--- config.mk ---
export PLATFORM = sky130hd
export DESIGN_NAME = spi_frame_rx
export DESIGN_NICKNAME = d
export VERILOG_FILES = /design/src/rtl/spi_rx_pkg.sv /design/src/rtl/spi_sync_edge.sv /design/src/rtl/spi_frame_rx.sv
export SDC_FILE = /design/constraint.sdc
export NUM_CORES = 1
export LEC_CHECK = 0
export ABC_CLOCK_PERIOD_IN_PS = 5100
export CELL_PAD_IN_SITES_DETAIL_PLACEMENT = 1
export CELL_PAD_IN_SITES_GLOBAL_PLACEMENT = 1
export CORE_ASPECT_RATIO = 0.9
export CORE_MARGIN = 5
export CORE_UTILIZATION = 45
export CTS_CLUSTER_SIZE = 8
export DETAILED_ROUTE_END_ITERATION = 16
export GPL_ROUTABILITY_DRIVEN = 1
export PLACE_DENSITY = 0.84
export SYNTH_ARGS = -nofsm -noshare
export SYNTH_HDL_FRONTEND = slang
export SYNTH_SLANG_ARGS = --single-unit
export TNS_END_PERCENT = 20
--- constraint.sdc ---
create_clock -name clk -period 5.1 [get_ports clk]
set_input_delay 0.51 -clock clk [delete_from_list [all_inputs] [get_ports clk]]
set_output_delay 0.51 -clock clk [all_outputs]
set_load 0.1 [all_outputs]
--- src/rtl/spi_rx_pkg.sv ---
// Shared types and constants for the framed SPI receiver.
// The state encoding and the SPI mode helper live here.
package spi_rx_pkg;

    typedef enum logic [2:0] {
        IDLE       = 3'd0,
        ADDR       = 3'd1,
        DATA       = 3'd2,
        DROP       = 3'd3,
        WAIT_DESEL = 3'd4
    } state_t;

    localparam int MODE0 = 0;
    localparam int MODE1 = 1;
    localparam int MODE2 = 2;
    localparam int MODE3 = 3;

    // Modes 0 and 3 sample on rising SCK; modes 1 and 2 sample on falling SCK.
    function automatic logic sample_on_rise(input int mode);
        logic rise;
        if ((mode == MODE0) || (mode == MODE3)) begin
            rise = 1'b1;
        end else begin
            rise = 1'b0;
        end
        return rise;
    endfunction

endpackage

--- src/rtl/spi_sync_edge.sv ---
// Multi-flop synchroniser for one asynchronous pin with registered
// rise/fall pulses.
module spi_sync_edge #(
    parameter int STAGES = 2
) (
    input  logic clk,
    input  logic reset,
    input  logic din,
    output logic rise,
    output logic fall
);

    logic [STAGES-1:0] chain_r;
    logic              prev_r;
    logic              rise_r;
    logic              fall_r;

    // Synchronise the pin, then compare against the previous synchronised value.
    // Resetting to 0 means a pin that is high at reset appears as a rising edge.
    always_ff @(posedge clk or posedge reset) begin
        if (reset) begin
            chain_r <= '0;
            prev_r  <= 1'b0;
            rise_r  <= 1'b0;
            fall_r  <= 1'b0;
        end else begin
            chain_r <= {chain_r[STAGES-2:0], din};
            prev_r  <= chain_r[STAGES-1];
            rise_r  <= chain_r[STAGES-1] & ~prev_r;
            fall_r  <= ~chain_r[STAGES-1] & prev_r;
        end
    end

    assign rise = rise_r;
    assign fall = fall_r;

endmodule

--- src/rtl/spi_frame_rx.sv ---
// Oversampling SPI receiver: parses address word + data words into a
// register bank with auto-incrementing, wrapping address.
module spi_frame_rx
    import spi_rx_pkg::*;
#(
    parameter int DATA_W      = 8,
    parameter int NUM_REGS    = 4,
    parameter int MODE        = 0,
    parameter int SYNC_STAGES = 2,
    localparam int AW         = (NUM_REGS > 2) ? $clog2(NUM_REGS) : 1
) (
    input  logic                         clk,
    input  logic                         reset,
    input  logic                         sck,
    input  logic                         cs,
    input  logic                         mosi,
    output logic                         word_valid,
    output logic [DATA_W-1:0]            word_data,
    output logic                         wr_en,
    output logic [AW-1:0]                wr_addr,
    output logic [DATA_W-1:0]            wr_data,
    output logic                         frame_active,
    output logic                         frame_err,
    output logic [NUM_REGS*DATA_W-1:0]   regs_flat
);

    localparam int   CW          = $clog2(DATA_W);
    localparam logic SAMPLE_RISE = sample_on_rise(MODE);

    state_t                  state_r;
    logic [SYNC_STAGES-1:0]  mosi_chain_r;
    logic                    mosi_bit_r;
    logic [CW-1:0]           bit_cnt_r;
    logic [DATA_W-1:0]       shift_r;
    logic [AW-1:0]           addr_ptr_r;
    logic                    word_valid_r;
    logic [DATA_W-1:0]       word_data_r;
    logic                    wr_en_r;
    logic [AW-1:0]           wr_addr_r;
    logic [DATA_W-1:0]       wr_data_r;
    logic                    frame_active_r;
    logic                    frame_err_r;
    logic [DATA_W-1:0]       regs_r [NUM_REGS];

    logic                    sck_rise_s;
    logic                    sck_fall_s;
    logic                    cs_rise_s;
    logic                    cs_fall_s;
    logic                    sample_s;
    logic                    shift_en_s;
    logic                    last_bit_s;
    logic [DATA_W-1:0]       next_word_s;
    logic                    addr_ok_s;

    spi_sync_edge #(.STAGES(SYNC_STAGES)) u_sck_sync (
        .clk   (clk),
        .reset (reset),
        .din   (sck),
        .rise  (sck_rise_s),
        .fall  (sck_fall_s)
    );

    spi_sync_edge #(.STAGES(SYNC_STAGES)) u_cs_sync (
        .clk   (clk),
        .reset (reset),
        .din   (cs),
        .rise  (cs_rise_s),
        .fall  (cs_fall_s)
    );

    // MOSI gets one extra flop so its bit lines up with the registered SCK edge pulse.
    always_ff @(posedge clk or posedge reset) begin
        if (reset) begin
            mosi_chain_r <= '0;
            mosi_bit_r   <= 1'b0;
        end else begin
            mosi_chain_r <= {mosi_chain_r[SYNC_STAGES-2:0], mosi};
            mosi_bit_r   <= mosi_chain_r[SYNC_STAGES-1];
        end
    end

    // Sampling edge select and word-completion decode; a cs rise overrides the edge.
    always_comb begin
        if (SAMPLE_RISE) begin
            sample_s = sck_rise_s;
        end else begin
            sample_s = sck_fall_s;
        end
        if ((state_r == ADDR) || (state_r == DATA) || (state_r == DROP)) begin
            shift_en_s = sample_s & ~cs_rise_s;
        end else begin
            shift_en_s = 1'b0;
        end
        next_word_s = {shift_r[DATA_W-2:0], mosi_bit_r};
        last_bit_s  = (bit_cnt_r == CW'(DATA_W - 1));
        addr_ok_s   = ({{(32-DATA_W){1'b0}}, next_word_s} < 32'(NUM_REGS));
    end

    // Frame FSM with shift register, bit counter, address pointer and strobes.
    always_ff @(posedge clk or posedge reset) begin
        if (reset) begin
            state_r        <= WAIT_DESEL;
            bit_cnt_r      <= '0;
            shift_r        <= '0;
            addr_ptr_r     <= '0;
            word_valid_r   <= 1'b0;
            word_data_r    <= '0;
            wr_en_r        <= 1'b0;
            wr_addr_r      <= '0;
            wr_data_r      <= '0;
            frame_active_r <= 1'b0;
            frame_err_r    <= 1'b0;
        end else begin
            word_valid_r <= 1'b0;
            wr_en_r      <= 1'b0;
            if (shift_en_s) begin
                shift_r   <= next_word_s;
                bit_cnt_r <= last_bit_s ? '0 : bit_cnt_r + CW'(1);
                if (last_bit_s) begin
                    word_valid_r <= 1'b1;
                    word_data_r  <= next_word_s;
                end
            end
            case (state_r)
                WAIT_DESEL: begin
                    if (cs_rise_s) begin
                        state_r <= IDLE;
                    end
                end
                IDLE: begin
                    if (cs_fall_s) begin
                        frame_err_r    <= 1'b0;
                        bit_cnt_r      <= '0;
                        frame_active_r <= 1'b1;
                        state_r        <= ADDR;
                    end
                end
                ADDR, DATA: begin
                    if (cs_rise_s) begin
                        if (bit_cnt_r != '0) begin
                            frame_err_r <= 1'b1;
                        end
                        frame_active_r <= 1'b0;
                        state_r        <= IDLE;
                    end else if (shift_en_s && last_bit_s) begin
                        if (state_r == ADDR) begin
                            if (addr_ok_s) begin
                                addr_ptr_r <= next_word_s[AW-1:0];
                                state_r    <= DATA;
                            end else begin
                                frame_err_r    <= 1'b1;
                                frame_active_r <= 1'b0;
                                state_r        <= DROP;
                            end
                        end else begin
                            wr_en_r    <= 1'b1;
                            wr_addr_r  <= addr_ptr_r;
                            wr_data_r  <= next_word_s;
                            addr_ptr_r <= (addr_ptr_r == AW'(NUM_REGS - 1)) ? '0
                                                                           : addr_ptr_r + AW'(1);
                        end
                    end
                end
                DROP: begin
                    if (cs_rise_s) begin
                        state_r <= IDLE;
                    end
                end
                default: begin
                    frame_active_r <= 1'b0;
                    state_r        <= WAIT_DESEL;
                end
            endcase
        end
    end

    // Register bank follows the write strobe by one cycle.
    always_ff @(posedge clk or posedge reset) begin
        if (reset) begin
            for (int i = 0; i < NUM_REGS; i++) begin
                regs_r[i] <= '0;
            end
        end else if (wr_en_r) begin
            regs_r[wr_addr_r] <= wr_data_r;
        end
    end

    // Flatten the bank for the colour-mixing logic.
    always_comb begin
        regs_flat = '0;
        for (int i = 0; i < NUM_REGS; i++) begin
            regs_flat[i*DATA_W +: DATA_W] = regs_r[i];
        end
    end

    assign word_valid   = word_valid_r;
    assign word_data    = word_data_r;
    assign wr_en        = wr_en_r;
    assign wr_addr      = wr_addr_r;
    assign wr_data      = wr_data_r;
    assign frame_active = frame_active_r;
    assign frame_err    = frame_err_r;

endmodule
==> results_dict.tcl, run 1 <==
set metrics [dict create \
    worstMarginPinSlew_ps 1180 \
    rsz0062_at_grt "false" \
    wl_per_cell_um 18.3 \
    route.met3.wl_um 201 \
    io_pins 59 \
    rows 29 \
    crit_buf_inv 1 \
    crit_arrival_ps 1990 \
    grt_remaining_overflow 0 \
    fin_nets 289 \
    die_w_um 99.0 \
    clkTransAtPathRegs_ps 90 \
    first_global_vias 2138 \
    remaining_drc_errors 0 \
    setup_violations 0 \
    grt_pass1_wl_um 11600 \
    p_leak_nw 1.95 \
    core-area_um2 7000 \
    vias_per_cell 5.17 \
    cp_slowest_stage_delay_ps 1180 \
    critPathTopFamily "buffers and inverters" \
    synth-seq-cells 81 \
    yosys.area_share.simple_pct 8.27 \
    dieArea_um2 8910 \
    min_period_ps 2500 \
    maxCapViolCount 0 \
    critical_path_class "reg2out" \
    synth_top_family_by_area "multiplexers" \
    antennaDiodeCount 0 \
    drt-total-wl_um 6900 \
    grt_max_degree 82 \
    ys.flop_type "dfrtp_1" \
    yosysWarningCount 0 \
    drtIter0Drc 71 \
    ys_top_cells_by_area "dfrtp_1, mux2_2, mux2_1" \
    ys_top_cells_by_count "dfrtp_1, mux2_2, mux2_1, nor2_1" \
    startpoint_type "flop" \
    clock_latency_ps 340 \
    met2_length_um 3380 \
    status "completed" \
    track_usage_pct 16.4 \
    hpwlAfterDp_um 4850 \
    syn-num-nets 226 \
    syn_area_per_cell_um2 14.8 \
    cp.required_ps 4590 \
    antenna_found_initial 0 \
    yosys.area.top_type "dfrtp_1" \
    postPlaceCellArea_um2 3880 \
    yosysMostFrequentCell "dfrtp_1" \
    cts_sinks 81 \
    cts-resized-gates 0 \
    vias 1954 \
    synth_fa_ha_area_share_pct 1.56 \
    ant_nets 0 \
    drv_slew 0 \
    area_delta_synth_final_pct 27.8 \
    first_pass_iters 4 \
    finalHoldViolCount 0 \
    synth_area_um2 3210 \
    synthXorXnorAreaFrac_pct 0 \
    hold_class "reg2reg" \
    setup_tns_ps 0 \
    start_util_pct 45.8 \
    clk_root_buffer_cell "clkbuf_8" \
    slowest_stage "clkdlybuf4s50_1" \
    clockBufferDepth 2 \
    post_cts.repair.setup_buffers 0 \
    wl_met1_um 3230 \
    tritoncts "yes" \
    holdCritStartpoint "u_sck_sync.chain_r[0]" \
    peakVddDrop_v 0.000274 \
    period_share_pct 49.0 \
    worstPathMaxFanout 6 \
    synth_compound_area_share_pct 4.25 \
    crit_path_end_kind "primary output" \
    crit_start "wr_data[0]" \
    ys_seq_area_share_pct 63.3 \
    finClkSkew_ps 13.0 \
    top_layer "met4" \
    muxShareOfSynthArea_pct 21.3 \
    cts_max_level 3 \
    cts_buffers 9 \
    synth.top_cell.area_share_pct 62.5 \
    die_height_um 90.1 \
    synth_edf_count 0 \
    synthCells 217 \
    fmax_mhz 401 \
    power_density_nw_per_um2 351 \
    max_slew_margin_pct 21.4 \
    portBuffers 58 \
    crit_chain "clkdlybuf4s50_1" \
    gp_congestion 0.812 \
    r2r_start "bit_cnt_r[0]" \
    drive_above_1_share_pct 21.1 \
    ys_types 40 \
    synthArstFlopShare_pct 100 \
    final_area_um2 4100 \
    hold_buffers 0 \
]
[power by group]
group          total, mW  internal [mW]  switching, mW
Combinational      0.188         0.0707          0.117
Sequential         0.742          0.684         0.0581
Clock              0.508          0.277          0.231
Total               1.44           1.03          0.406
[flip-flops by register name, summed over array words and instances (netlist names), 2 cells and up]
name                cells
u_sck_sync.chain_r      2
regs_flat              32
shift_r                 7
wr_data                 8
state_r                 3
u_cs_sync.chain_r       2
bit_cnt_r               3
wr_addr                 2
word_data               8
mosi_chain_r            2
addr_ptr_r              2
[final cells by class]
cell class	instances	area, um2
flip-flops and latches	81	2030
fillers	674	2910
well taps	93	116
clock inverters	5	78.8
repair buffers	59	588
clock buffers	11	131
inverters	3	12.5
multi-input cells	126	1140
[layer usage]
layer  GRT usage (%)  up-vias
li1                -      897
met1            22.1     1014
met2            26.3       34
met3            3.33        9
met4            5.46        0
met5               0        -
[path summary, 6_finish.rpt]
| check | endpoint | slack (ps) | cells past startpoint |
|---|---|---|---|
| worst max-delay path | wr_data[0] | 2600 | 1 |
| worst min-delay path | u_sck_sync.chain_r[1] | 350 | 0 |
| worst max register to register | wr_data[6] | 2750 | 5 |
| worst min register to register | u_sck_sync.chain_r[1] | 350 | 0 |
| max in group asynchronous | addr_ptr_r[1] | 3660 | 3 |
| min in group asynchronous | mosi_chain_r[1] | 800 | 3 |
[cell usage in the layout, fill, tap and decap left out, types with 3 or more instances in the layout]
master,instances
clkinv_2,3
nor2b_1,5
clkbuf_8,9
mux2_1,19
nor3_1,3
clkdlybuf4s50_1,58
a21oi_1,3
dfrtp_1,80
o21ai_0,4
ha_1,4
mux2i_1,4
mux2_2,38
nand2_1,5
nor2_1,13
[metrics by stage]
stage | hold WS, ps | utilization, % | power, mW | std cells | setup WS, ps
final | 352 | 58.5 | 1.44 | 378 | 2600
after detailed placement | 336 | 55.5 | 0.945 | 362 | 2730
after CTS | 356 | 58.5 | 1.45 | 378 | 2570
after global routing | 358 | 58.5 | 1.51 | 378 | 2540
after global placement | 333 | 55.5 | 0.932 | 362 | 2900
after floorplan | 331 | - | 0.880 | 217 | 2510
[cells by family after synthesis]
kind of cell               count (synthesis)
adders and majority gates                  4
AOI/OAI and AO/OA                         18
buffers and inverters                     10
muxes                                     61
and+or+nand+nor                           43
DFF                                       81
Power figures use the tool's default switching activity.
==> run 2: changes to the inputs <==
--- a/config.mk
+++ b/config.mk
@@ -5,16 +5,16 @@
 export SDC_FILE = /design/constraint.sdc
 export NUM_CORES = 1
 export LEC_CHECK = 0
-export ABC_CLOCK_PERIOD_IN_PS = 5100
+export ABC_CLOCK_PERIOD_IN_PS = 2400
 export CELL_PAD_IN_SITES_DETAIL_PLACEMENT = 1
 export CELL_PAD_IN_SITES_GLOBAL_PLACEMENT = 1
 export CORE_ASPECT_RATIO = 0.9
 export CORE_MARGIN = 5
-export CORE_UTILIZATION = 45
+export CORE_UTILIZATION = 42
 export CTS_CLUSTER_SIZE = 8
 export DETAILED_ROUTE_END_ITERATION = 16
 export GPL_ROUTABILITY_DRIVEN = 1
-export PLACE_DENSITY = 0.84
+export PLACE_DENSITY = 0.79
 export SYNTH_ARGS = -nofsm -noshare
 export SYNTH_HDL_FRONTEND = slang
 export SYNTH_SLANG_ARGS = --single-unit
==> constraint.sdc (replaced) <==
create_clock -name clk -period 2.4 [get_ports clk]
set_input_delay 0.24 -clock clk [delete_from_list [all_inputs] [get_ports clk]]
set_output_delay 0.24 -clock clk [all_outputs]
set_load 0.1 [all_outputs]
==> run 2 against run 1 <==
  * Hold slack got worse by 150 ps
  * Wire length fell by 1.9%
  * Total power rose by 120%
  * Cell area fell by 1.5%
  * Die area rose by 6.4%
  * Critical endpoint is now wr_data[4]
==> results_dict.tcl, run 2 (synthesis results as in run 1) <==
set metrics [dict create \
    status "completed" \
    remaining_drc_errors 0 \
    gp_congestion 0.795 \
    cp_common_cell "ha_1" \
    cts_buffers 9 \
    fin_cells 386 \
    final_area_um2 4040 \
    finalHoldViolCount 0 \
    dp_cells 370 \
    combinationalPowerShare_pct 12.7 \
    clk_root_buffer_cell "clkbuf_8" \
    core-area_um2 7510 \
    clockBufferDepth 2 \
    min_period_ps 2010 \
    reg2regPathDepth 6 \
    postPlaceCellArea_um2 3800 \
    hold_buffers 0 \
    ant_nets 0 \
    cp_slowest_stage_delay_ps 400 \
    die_w_um 102 \
    p_clk_share_pct 36.7 \
    cp.required_ps 2640 \
    clkTransAtPathRegs_ps 90 \
    die_height_um 92.9 \
    start_util_pct 42.7 \
    p_sw_share_pct 29.1 \
    antenna_found_initial 0 \
    maxCapViolCount 0 \
    final_common_cell "dfrtp_1" \
    critical_path_class "reg2reg" \
    utilization_pct 53.8 \
    fmax_mhz 498 \
    final_cell_mix "dfrtp_1, buf_4, mux2_2" \
    clock_latency_ps 350 \
    first_pass_iters 4 \
    drtIter0Drc 59 \
    rows 30 \
    r2r_setup_slack_ps 390 \
    cts_max_level 3 \
    area_delta_synth_final_pct 25.9 \
    crit_chain "ha_1, ha_1, nor4bb_1, and2_1, buf_4, mux2_1" \
    vias 2017 \
    setup_tns_ps 0 \
    vias_per_cell 5.23 \
    finClkSkew_ps 10.9 \
    portBuffers 58 \
    crit_arrival_ps 2240 \
    io_pins 59 \
    cts-resized-gates 0 \
    worstMarginPinSlew_ps 744 \
    hold_class "in2async" \
    max_slew_margin_pct 50.2 \
    post_cts.repair.setup_buffers 0 \
    peakVddDrop_v 0.000436 \
    antennaDiodeCount 0 \
    cts_sinks 81 \
    startpoint_type "flop" \
    drive_above_1_share_pct 41.7 \
    grt_pass1_wl_um 11500 \
    power_frac_seq_pct 50.5 \
    grt_max_degree 39 \
    power.switching_mw 0.907 \
    setup_violations 0 \
    fin_nets 294 \
    power_density_nw_per_um2 773 \
    worstPathMaxFanout 12 \
    wl_per_cell_um 17.5 \
    p_leak_nw 2.09 \
    r2r_start "bit_cnt_r[0]" \
    first_global_vias 2155 \
    reg2reg_to "wr_data[4]" \
    rsz0062_at_grt "false" \
    p_int_mw 2.21 \
    drt-total-wl_um 6770 \
    drv_slew 0 \
    tritoncts "yes" \
    hpwlAfterDp_um 4800 \
    slowest_stage "dfrtp_1" \
    grt_remaining_overflow 0 \
    crit_path_end_kind "flop" \
    dieArea_um2 9480 \
    largest_reg_flops 32 \
    track_usage_pct 16.1 \
    period_share_pct 83.6 \
]
-- run 2: final cells by class --
cell class / instances / area (um2)
Inverter: 3 / 12.5
Sequential cell: 81 / 2030
Clock buffer: 9 / 124
Timing Repair Buffer: 64 / 503
Multi-Input combinational cell: 126 / 1140
Fill cell: 778 / 3470
Tap cell: 96 / 120
Clock inverter: 7 / 108
-- run 2: worst max path at each step --
stage | from | end | slack [ps] | depth (start not counted)
6_report | bit_cnt_r[0] | wr_data[4] | 390 | 6
5_1_grt | bit_cnt_r[0] | wr_data[3] | 190 | 6
4_1_cts | bit_cnt_r[0] | wr_data[3] | 390 | 6
3_5_place_dp | bit_cnt_r[0] | wr_addr[1] | 410 | 6
3_3_place_gp | bit_cnt_r[0] | wr_addr[0] | 510 | 6
2_1_floorplan | reset | addr_ptr_r[0] | 80 | 1
-- run 2: stage by stage --
step	setup slack, ps	power (mW)	hold WS [ps]
global route	186	3.29	230
detailed placement	412	2.01	336
finish	393	3.12	207
CTS	389	3.16	215
global placement	511	1.99	332
floorplan	81.6	1.87	271
-- run 2: power groups by stage --
stage | sequential (mW) | combinational (mW) | clock, mW
2_1_floorplan | 1.64 | 0.228 | 0
6_report | 1.58 | 0.396 | 1.15
3_3_place_gp | 1.60 | 0.391 | 0
5_1_grt | 1.60 | 0.442 | 1.25
3_5_place_dp | 1.60 | 0.401 | 0
4_1_cts | 1.58 | 0.401 | 1.18
-- run 2: per-layer routing --
metal  share of wire [%]  global-route usage, %  up-vias
met2                  50                   25.2       34
met4                 1.8                   7.32        0
met3                 3.1                   4.22        8
met5                   0                      0        -
met1                  45                   20.8     1050
li1                    -                      -      925
-- run 2: critical path, delay by kind of cell, from the launching register on --
| kind | cells | cell delay [ps] |
|---|---|---|
| DFF | 1 | 400 |
| muxes | 1 | 350 |
| buffers and inverters | 1 | 200 |
| and+or+nand+nor | 2 | 500 |
| adders and majority gates | 2 | 440 |
==> run 3: changes to the inputs <==
--- a/config.mk
+++ b/config.mk
@@ -5,16 +5,16 @@
 export SDC_FILE = /design/constraint.sdc
 export NUM_CORES = 1
 export LEC_CHECK = 0
-export ABC_CLOCK_PERIOD_IN_PS = 2400
+export ABC_CLOCK_PERIOD_IN_PS = 1700
 export CELL_PAD_IN_SITES_DETAIL_PLACEMENT = 1
 export CELL_PAD_IN_SITES_GLOBAL_PLACEMENT = 1
 export CORE_ASPECT_RATIO = 0.9
 export CORE_MARGIN = 5
-export CORE_UTILIZATION = 42
+export CORE_UTILIZATION = 38
 export CTS_CLUSTER_SIZE = 8
 export DETAILED_ROUTE_END_ITERATION = 16
 export GPL_ROUTABILITY_DRIVEN = 1
-export PLACE_DENSITY = 0.79
+export PLACE_DENSITY = 0.76
 export SYNTH_ARGS = -nofsm -noshare
 export SYNTH_HDL_FRONTEND = slang
 export SYNTH_SLANG_ARGS = --single-unit
==> constraint.sdc (replaced) <==
create_clock -name clk -period 1.7 [get_ports clk]
set_input_delay 0.17 -clock clk [delete_from_list [all_inputs] [get_ports clk]]
set_output_delay 0.17 -clock clk [all_outputs]
set_load 0.1 [all_outputs]
==> run 3 against run 2 <==
  * The run now ends with negative setup slack left
  * Clock-buffer cell count increased by 3
  * Critical path type unchanged
  * Register-to-register slack got worse by 470 ps
  * Clock skew shrank 1.5 ps
==> results_dict.tcl, run 3 (synthesis results as in run 1) <==
set metrics [dict create \
    status "finished with violations" \
    violations "negative setup slack" \
    grt_max_degree 35 \
    min_period_ps 1780 \
    final_cell_mix "dfrtp_1, buf_4, mux2_2" \
    first_pass_iters 4 \
    peakVddDrop_v 0.000518 \
    postPlaceCellArea_um2 4280 \
    fmax_mhz 562 \
    antennaDiodeCount 0 \
    grt_remaining_overflow 0 \
    r2r_setup_slack_ps -80 \
    vias_per_cell 5.23 \
    fin_nets 323 \
    remaining_drc_errors 0 \
    vias 2186 \
    die_w_um 107 \
    dieArea_um2 10400 \
    r2r_start "bit_cnt_r[0]" \
    worstPathMaxFanout 6 \
    start_util_pct 39.4 \
    die_height_um 97.1 \
    tritoncts "yes" \
    pre_cts_ws_ps -132 \
    hold_class "in2async" \
    clkTransAtPathRegs_ps 90 \
    fillCellCount 787 \
    reg2regPathDepth 6 \
    rsz0062_at_grt "true" \
    layout_setup_ws_ps -78.2 \
    drtIter0Drc 63 \
    finalPower_mw 4.47 \
    drt-total-wl_um 8760 \
    core-area_um2 8150 \
    crit_path_end_kind "flop" \
    area_delta_synth_final_pct 47.3 \
    final_common_cell "dfrtp_1" \
    startpoint_type "flop" \
    utilization_pct 58.0 \
    drive_above_1_share_pct 53.9 \
    hold_buffers 0 \
    io_pins 59 \
    gp_congestion 0.723 \
    finClkSkew_ps 9.46 \
    cp.required_ps 1940 \
    critical_path_class "reg2reg" \
    track_usage_pct 17.0 \
    hpwlAfterDp_um 5510 \
    maxCapViolCount 0 \
    reg2reg_to "wr_addr[0]" \
    period_share_pct 105 \
    crit_arrival_ps 2010 \
    cts_buffers 9 \
    clk_root_buffer_cell "clkbuf_8" \
    antenna_found_initial 0 \
    max_slew_margin_pct 67.9 \
    drv_slew 0 \
    finalHoldViolCount 0 \
    wl_per_cell_um 21.0 \
    power_density_nw_per_um2 947 \
    clock_latency_ps 350 \
    cts_sinks 81 \
    cts_max_level 3 \
    ant_nets 0 \
    first_global_vias 2507 \
    portBuffers 58 \
    setup_violations 21 \
    worstMarginPinSlew_ps 481 \
    final_area_um2 4720 \
    hold_slack_ps 191 \
    rows 31 \
    clockBufferDepth 2 \
    p_leak_nw 2.31 \
    grt_pass1_wl_um 13700 \
    largest_reg_flops 32 \
]
==> run 3: changes by cell type in the layout (fill, tap and decap cells not counted), sizes merged <==
cell | before | now
clkinv | 1 | 2
clkinvlp | 1 | 2
buf | 60 | 88
clkbuf | 9 | 13
inv | 6 | 3
bufinv | 2 | 0
==> run 3: routing by layer <==
metal / wire length, um / track usage, %
met1: 3470 / 19.6
met4: 209 / 5.01
met5: 0 / 0
met3: 320 / 4.58
met2: 4760 / 30.7
==> run 3: layout make-up <==
type | instances | area, um2 | share of cell area [%]
tap | 99 | 124 | 2.62
multi-input combinational | 126 | 1270 | 27.0
sequential | 81 | 2030 | 43.0
clock buffer | 12 | 165 | 3.50
timing repair buffer | 93 | 1080 | 22.9
inverter | 3 | 15.0 | 0.318
clock inverter | 4 | 33.8 | 0.716
==> run 3: where the power goes <==
part	switching (mW)	internal, mW	total, mW	leakage (nW)
combinational	0.495	0.394	0.889	1.12
clock	0.719	0.661	1.38	0.0992
sequential	0.148	2.05	2.20	1.09
==> run 3: worst max-delay path, cell delays in order (launching register included) <==
cell and delay [ps]:
dfrtp_1 370, ha_2 200, ha_4 140, nor4bb_4 250, and2_4 240, buf_12 130
mux2_2 340
==> run 3: worst max path at each step <==
| stage | from | endpoint | slack [ps] |
|---|---|---|---|
| 2_1_floorplan | wr_en | regs_flat[6] | -300 |
| 3_3_place_gp | bit_cnt_r[0] | wr_addr[0] | -50 |
| 3_5_place_dp | bit_cnt_r[0] | wr_data[0] | -130 |
| 4_1_cts | bit_cnt_r[0] | addr_ptr_r[1] | -20 |
| 5_1_grt | bit_cnt_r[0] | wr_data[3] | -150 |
| 6_report | bit_cnt_r[0] | wr_addr[0] | -80 |
==> run 3: metrics by stage <==
stage	cells	setup TNS (ps)
6_report	418	-1110
5_1_grt	418	-2490
3_3_place_gp	394	-404
2_1_floorplan	217	-7950
3_5_place_dp	394	-2130
4_1_cts	416	-63.5
==> run 3: timing repair <==
item / in CTS / in global routing
setup buffers: 5 / 1
cloned: 1 / 1
gates resized for setup: 20 / 12
pin swaps: 3 / 2
setup endpoints to repair: 22 / 23
